<file path="config.mk">
export PLATFORM = sky130hd
export DESIGN_NAME = bios_fetch
export DESIGN_NICKNAME = d
export VERILOG_FILES = /design/src/rtl/bios_fetch.sv
export SDC_FILE = /design/constraint.sdc
export NUM_CORES = 1
export LEC_CHECK = 0
export ABC_AREA = 1
export CAP_MARGIN = 10
export CORE_MARGIN = 2
export CORE_UTILIZATION = 25
export DETAILED_ROUTE_END_ITERATION = 7
export GPL_ROUTABILITY_DRIVEN = 0
export MAX_ROUTING_LAYER = met4
export PLACE_DENSITY = 0.45
export SLEW_MARGIN = 20
export SYNTH_ARGS = -nofsm -noshare
export SYNTH_HDL_FRONTEND = slang
export SYNTH_SLANG_ARGS = --single-unit
</file>
<file path="constraint.sdc">
create_clock -name clk_i -period 4.9 [get_ports clk_i]
set_input_delay 0.735 -clock clk_i [delete_from_list [all_inputs] [get_ports clk_i]]
set_output_delay 0.735 -clock clk_i [all_outputs]
set_load 0.02 [all_outputs]
</file>
<file path="src/rtl/bios_fetch.sv">
// BIOS ROM instruction fetch: sequential/redirected address issue, 1-cycle ROM pairing, 1-entry skid.
// Optional fetch-fault tracking (misaligned / out-of-window) is enabled by defining BIOS_FETCH_FAULT_EN.
module bios_fetch #(
    parameter logic [31:0] RESET_VECTOR = 32'h0000_0000,
    parameter int unsigned ROM_BYTES    = 4096
) (
    input  logic        clk_i,
    input  logic        reset_ni,
    input  logic        jmp_valid_i,
    input  logic [31:0] jmp_addr_i,
    output logic [31:0] rom_addr_o,
    input  logic [31:0] rom_data_i,
    output logic        if_valid_o,
    input  logic        if_ready_i,
    output logic [31:0] if_pc_o,
    output logic [31:0] if_ir_o
`ifdef BIOS_FETCH_FAULT_EN
    ,
    output logic        if_fault_o
`endif
);

    typedef logic [31:0] word_t;

    function automatic logic addr_fault(input word_t a);
        return (a[1:0] != 2'b00) || (a >= word_t'(ROM_BYTES));
    endfunction

    word_t next_pc_q;
    logic  req_valid_q;
    word_t req_pc_q;
    logic  skid_valid_q;
    word_t skid_pc_q;
    word_t skid_ir_q;
`ifdef BIOS_FETCH_FAULT_EN
    logic  req_fault_q;
    logic  skid_fault_q;
`endif

    logic  issue;
    logic  capture;
    word_t issue_addr;

    // An idle pipe always issues, so the skid and the in-flight slot can never both be full.
    assign issue      = jmp_valid_i || if_ready_i || (!skid_valid_q && !req_valid_q);
    assign capture    = req_valid_q && !skid_valid_q && !if_ready_i && !jmp_valid_i;
    assign issue_addr = jmp_valid_i ? jmp_addr_i : next_pc_q;
    assign rom_addr_o = issue_addr;

    always_ff @(posedge clk_i or negedge reset_ni) begin
        if (!reset_ni) begin
            next_pc_q    <= RESET_VECTOR;
            req_valid_q  <= 1'b0;
            req_pc_q     <= '0;
            skid_valid_q <= 1'b0;
            skid_pc_q    <= '0;
            skid_ir_q    <= '0;
`ifdef BIOS_FETCH_FAULT_EN
            req_fault_q  <= 1'b0;
            skid_fault_q <= 1'b0;
`endif
        end else begin
            if (issue) begin
                req_valid_q <= 1'b1;
                req_pc_q    <= issue_addr;
                next_pc_q   <= issue_addr + 32'd4;
`ifdef BIOS_FETCH_FAULT_EN
                req_fault_q <= addr_fault(issue_addr);
`endif
            end else begin
                req_valid_q <= 1'b0;
            end

            // A redirect discards whatever the skid holds.
            if (jmp_valid_i) begin
                skid_valid_q <= 1'b0;
            end else if (capture) begin
                skid_valid_q <= 1'b1;
                skid_pc_q    <= req_pc_q;
                skid_ir_q    <= rom_data_i;
`ifdef BIOS_FETCH_FAULT_EN
                skid_fault_q <= req_fault_q;
`endif
            end else if (skid_valid_q && if_ready_i) begin
                skid_valid_q <= 1'b0;
            end
        end
    end

    always_comb begin
        if_valid_o = 1'b0;
        if_pc_o    = '0;
        if_ir_o    = '0;
`ifdef BIOS_FETCH_FAULT_EN
        if_fault_o = 1'b0;
`endif
        if (!jmp_valid_i) begin
            if (skid_valid_q) begin
                if_valid_o = 1'b1;
                if_pc_o    = skid_pc_q;
                if_ir_o    = skid_ir_q;
`ifdef BIOS_FETCH_FAULT_EN
                if_fault_o = skid_fault_q;
`endif
            end else if (req_valid_q) begin
                if_valid_o = 1'b1;
                if_pc_o    = req_pc_q;
                if_ir_o    = rom_data_i;
`ifdef BIOS_FETCH_FAULT_EN
                if_fault_o = req_fault_q;
`endif
            end
        end
`ifdef BIOS_FETCH_FAULT_EN
        // Faulting fetches never expose ROM data.
        if (if_fault_o) begin
            if_ir_o = '0;
        end
`endif
    end

endmodule
</file>
==> key figures, run 1 <==
Status
  – Result of the run: finished, final reports clean

Timing
  – RSZ-0062 raised after global routing: false
  – Final Cycle Share: 0.741
  – Hold_ws: 320 ps
  – Post-layout min period: 3630 ps
  – Final Max Tran Viols: 0
  – Fmax: 0.275 GHz
  – Slew @ Worst Pin: 1030 ps
  – Worst Skew: 10.5 ps
  – Final Hold Vio Count: 0
  – Fin Setup TNS: 0 ps
  – Slew margin rel.: 0.312
  – Final Setup Violations: 0

Logic synthesis
  – Seq/Total Area, Yosys: 0.470
  – Yosys reg bits: 128
  – Netlist cell types: 31
  – Yosys top cell area share: 0.470
  – Post-synth ARST share: 1.00
  – Synthesized instance count: 912
  – Synth Flop Type: dfrtp_1
  – Top cells by area, synth: dfrtp_1, nand2_1, o21ai_0, nand3_1, inv_1
  – Yosys top cell by area: dfrtp_1
  – Syn_nets: 981
  – Avg Inst Size Synth: 7.48 um2
  – Synth Cell Area: 6820 um2
  – Number of flops mapped to enable cells by yosys: 0
  – Synth warnings: 0

Cells and area
  – Layout cells sized above 1: 0.0830
  – Fin nets: 1,120
  – Fillers: 2,860
  – Finished Cell Area: 9300 um2
  – Final core utilization: 0.346
  – Area Growth Syn to Fin: 36.3%

CTS
  – CTS sink count: 128
  – CTS tree: built
  – Post-CTS Setup Repair Bufs: 0
  – Clk_lat worst skew: 410 ps
  – Depth of the CTS H-tree: 4
  – Max Buffers Root-to-Sink: 2
  – Clock Pin Slew Worst Setup and Hold Paths: 60 ps
  – Total CTS buffers: 17
  – CTS Root Cell: clkbuf_16
  – # resized after CTS: 0
  – CTS Hold Buffers Added: 0

Placed design
  – Port Buf Inserts: 164
  – DPL Wire Length: 14,300 um
  – Dpl cell area: 8680 um2

Routing
  – Detailed-route via count: 6,228
  – DR iter-0 viols: 504
  – DR WL/cell: 15.3 um
  – First-pass iteration count of the detailed router: 5
  – DR vias/cell: 4.44
  – # DRC: 0
  – Total Routed Length: 21,400 um
  – Routed Antenna Nets: 0

Hold path
  – Hold WC Path Type: in2async

Global route
  – GRT Resource Usage Total: 0.157
  – Initial antenna violation count: 1
  – Grt ovf: 0
  – Largest net degree at the start of global routing: 94
  – Vias in the first global route: 6,091
  – First-pass GRT wire length: 34,200 um

Critical path
  – CP required: 4160 ps
  – CP arrival: 2900 ps
  – CP bufs+invs: 4
  – CP max stage delay: 570 ps
  – Worst reg2reg setup slack: 1850 ps
  – Critical Path Source Type: input pin
  – Crit. End Element: primary output
  – Slowest-stage cell, CP: clkinv_4
  – Crit Path Max Fanout: 93
  – Top Family by Delay on Critical Path: buffers and inverters
  – Critical path type: in2out
  – Crit-path cells: buf_2, clkinv_4, or2_2, o21ai_0, inv_1, clkdlybuf4s50_1

Power
  – Leak: 4.13 nW
  – Pwr Total: 3.39 mW
  – VDD IR-drop max: 156 uV
  – PwrDens: 364 nW/um2

Die
  – Num rows: 60
  – Initial Utilization: 0.254
  – Die area: 28,600 um2
  – Top Ports: 165
  – Die Y: 169 um
  – CORE AREA: 26,900 um2
  – Chip width: 169 um

Flow run
  – Max Cap Viol: 0
-- kinds of logic after synthesis --
logic type | after synthesis | synth area share
DFF | 128 | 0.470
and+or+nand+nor | 448 | 0.289
adders and majority gates | 1 | 0.00183
AOI/OAI and AO/OA | 182 | 0.144
buffers and inverters | 153 | 0.0956
-- path summary, 6_finish.rpt --
kind,from,end,depth (start not counted)
min in group clk_i,next_pc_q[21],next_pc_q[21],2
worst max register to register,req_valid_q,skid_pc_q[7],8
worst max-delay path,jmp_valid_i,rom_addr_o[31],6
worst min register to register,next_pc_q[21],next_pc_q[21],2
worst min-delay path,reset_ni,skid_ir_q[21],1
max in group asynchronous,reset_ni,skid_valid_q,2
-- worst reg2reg max path, cell delays in order, from the launching register on --
cell and delay (ps):
dfrtp_1 390, inv_1 150, nor3_4 210, inv_2 410
nor2_4 370, clkinv_2 730, buf_4 530, nand2_1 80
o21ai_0 80
-- Yosys cell counts, types with 5 or more instances --
library cell    n
nand3_1        97
nor2_1         44
nor2_2          8
o21a_1          5
nand2_1       261
nor2_4          7
buf_1           7
inv_2           5
dfrtp_1       128
buf_2           7
clkbuf_1       28
a21oi_1         5
nand2_2        24
inv_1          96
o21ai_1         9
o211ai_1        7
o21ai_0       139
o21bai_1        8
buf_6           8
-- cell type report --
class,count,area [um2],area share
Antenna cell,1,2.50,0.000269
Multi-Input combinational cell,631,2970,0.320
Timing Repair Buffer,171,1690,0.182
Inverter,102,389,0.0419
Clock inverter,5,103,0.0110
Tap cell,341,427,0.0459
Sequential cell,128,3200,0.345
Clock buffer,23,508,0.0546
-- per-stage QoR --
step / instances / worst slack, ps
2_1_floorplan: 912 / 2150
3_3_place_gp: 1373 / 1280
3_5_place_dp: 1373 / 1270
4_1_cts: 1401 / 1270
5_1_grt: 1402 / 1130
6_report: 1402 / 1270
-- layout by cell type (no fill, tap or decap), types with 4 or more instances in the layout --
master | synthesis | layout
nand2_1 | 261 | 261
clkdlybuf4s50_1 | 0 | 162
o21ai_0 | 139 | 139
dfrtp_1 | 128 | 127
nand3_1 | 97 | 97
inv_1 | 96 | 96
nor2_1 | 44 | 44
nand2_2 | 24 | 24
clkbuf_16 | 0 | 17
o21ai_1 | 9 | 9
o21bai_1 | 8 | 8
nor2_2 | 8 | 8
nor2_4 | 7 | 7
o211ai_1 | 7 | 7
buf_4 | 1 | 7
clkbuf_8 | 0 | 6
a21oi_1 | 5 | 5
o21a_1 | 5 | 5
inv_2 | 5 | 4
-- registers in the layout, indices dropped and copies added (netlist names) --
| signal | flops |
|---|---|
| next_pc_q | 32 |
| req_pc_q | 30 |
| req_valid_q | 1 |
| skid_ir_q | 32 |
| skid_pc_q | 32 |
| skid_valid_q | 1 |
-- power by group --
part	internal, mW	switching (mW)
logic	0.302	0.454
clock network	0.870	0.450
registers	1.23	0.0807
total	2.40	0.985
-- routing by layer --
layer | GRT usage | share of wire | up-vias
met1 | 0.227 | 0.52 | 2845
met3 | 0.0299 | 0.041 | 15
met5 | - | 0 | -
met2 | 0.225 | 0.43 | 155
li1 | - | - | 3213
met4 | 0.0375 | 0.012 | 0
No activity file was read; power rests on OpenSTA's default activity.
==> run 2, diff against run 1 <==
==> constraint.sdc (replaced) <==
create_clock -name clk_i -period 3.46 [get_ports clk_i]
set_input_delay 0.519 -clock clk_i [delete_from_list [all_inputs] [get_ports clk_i]]
set_output_delay 0.519 -clock clk_i [all_outputs]
set_load 0.02 [all_outputs]
==> run 2 against run 1 <==
Compared with the run above:
- clock power is 33% higher
- wire length is 0.57% lower
- sequential share of layout area fell by 0.088 points
- non-clock buffer count increased by 3
- utilization grew 0.088 points
- count of clock-buffer cells in the layout increased by 1
- largest power group is now sequential cells
==> key figures, run 2 (synthesized netlist as in run 1, its figures left out) <==
Status
  – Result of the run: finished, final reports clean

Power
  – VDD IR-drop max: 239 uV
  – PwrDens: 504 nW/um2
  – Leak: 4.14 nW
  – Pwr Total: 4.70 mW

Critical path
  – Slowest-stage cell, CP: inv_2
  – Crit. End Element: primary output
  – CP arrival: 2690 ps
  – Critical Path Source Type: register
  – Reg-to-reg critical path startpoint: req_valid_q
  – CP required: 2940 ps
  – CP max stage delay: 670 ps
  – Crit. Startpoint: req_valid_q
  – Top Family by Delay on Critical Path: buffers and inverters
  – Reg2reg end: skid_pc_q[7]
  – Crit-path cells: inv_1, nor3_4, inv_2, o21ai_0, clkdlybuf4s50_1
  – Reg2Reg Depth: 7
  – CP bufs+invs: 3
  – Worst reg2reg setup slack: 1040 ps
  – Critical path type: reg2out
  – Crit Path Max Fanout: 59

Global route
  – First-pass GRT wire length: 34,300 um
  – GRT Resource Usage Total: 0.157
  – Vias in the first global route: 6,092
  – Initial antenna violation count: 1
  – Largest net degree at the start of global routing: 101
  – Grt ovf: 0

Cells and area
  – Largest registers: next_pc_q: 32 flops, skid_ir_q: 32 flops, skid_pc_q: 32 flops
  – Leading cell type in the layout, fill and taps excluded: nand2_1
  – Fin nets: 1,123
  – Most frequent cells in the layout: nand2_1, clkdlybuf4s50_1, o21ai_0
  – Layout cells sized above 1: 0.0836
  – Ant diodes: 0
  – Finished Cell Area: 9320 um2
  – Area Growth Syn to Fin: 36.7%

Routing
  – Routed Antenna Nets: 0
  – Total Routed Length: 21,300 um
  – DR iter-0 viols: 388
  – # DRC: 0
  – DR WL/cell: 15.1 um
  – First-pass iteration count of the detailed router: 5
  – DR vias/cell: 4.45
  – Detailed-route via count: 6,254

Timing
  – Hold_ws: 76.6 ps
  – Final Max Tran Viols: 0
  – Post-layout min period: 3210 ps
  – Final Hold Vio Count: 0
  – Fin Setup TNS: 0 ps
  – Slew margin rel.: 0.390
  – Final Cycle Share: 0.929
  – PnR worst setup slack: 246 ps
  – Final Setup Violations: 0
  – Worst Skew: 7.07 ps
  – Slew @ Worst Pin: 914 ps
  – Fmax: 0.311 GHz
  – RSZ-0062 raised after global routing: false

CTS
  – Clock Pin Slew Worst Setup and Hold Paths: 60 ps
  – CTS Root Cell: clkbuf_16
  – CTS Hold Buffers Added: 0
  – Total CTS buffers: 17
  – Post-CTS Setup Repair Bufs: 0
  – Max Buffers Root-to-Sink: 2
  – Depth of the CTS H-tree: 4
  – CTS sink count: 128
  – # resized after CTS: 0
  – Clk_lat worst skew: 410 ps
  – CTS tree: built

Placed design
  – Port Buf Inserts: 164
  – Dpl cell area: 8760 um2
  – Pre-CTS WS: 379 ps
  – DPL Wire Length: 14,700 um

Die
  – Num rows: 60
  – Initial Utilization: 0.254
  – Die Y: 169 um
  – Chip width: 169 um
  – Die area: 28,600 um2
  – Top Ports: 165
  – CORE AREA: 26,900 um2

Flow run
  – Max Cap Viol: 0

Hold path
  – Hold WC Path Type: in2async
[run 2: cell count changes in the layout (fill, tap and decap cells not counted)]
cell | previous run | this run
buf_12 | 0 | 4
buf_4 | 7 | 6
bufinv_16 | 3 | 2
clkbuf_1 | 0 | 4
clkbuf_8 | 6 | 3
clkinv_2 | 2 | 4
diode_2 | 1 | 0
[run 2: per-stage QoR]
step                       util  instances
after floorplan               -        912
after global placement    0.326       1376
after detailed placement  0.326       1376
after CTS                 0.347       1406
after global routing      0.347       1406
final                     0.347       1406
[run 2: worst max path at each step]
stage / to / slack, ps / cells past startpoint
floorplan: if_pc_o[11] / 1150 / 6
global placement: if_pc_o[19] / 430 / 5
detailed placement: if_pc_o[19] / 380 / 5
CTS: if_pc_o[19] / 130 / 5
global route: if_pc_o[19] / 40 / 5
finish: if_pc_o[19] / 250 / 5
[run 2: routing by layer]
metal  global-route usage  wire length [um]
met1                0.225             10800
met2                0.228              9220
met3               0.0261               933
met4               0.0453               354
met5                    -                 0
[run 2: layout make-up]
class | count | area [um2]
inverter | 102 | 389
timing repair buffer | 174 | 1760
sequential | 128 | 3200
clock buffer | 24 | 482
clock inverter | 6 | 82.6
tap | 341 | 427
multi-input combinational | 631 | 2970
fill | 2868 | 17600
[run 2: where the power goes]
group          internal (mW)  switching, mW  total (mW)
registers               1.74          0.114        1.86
logic                  0.437          0.648        1.09
clock network           1.11          0.649        1.76
total                   3.29           1.41        4.70
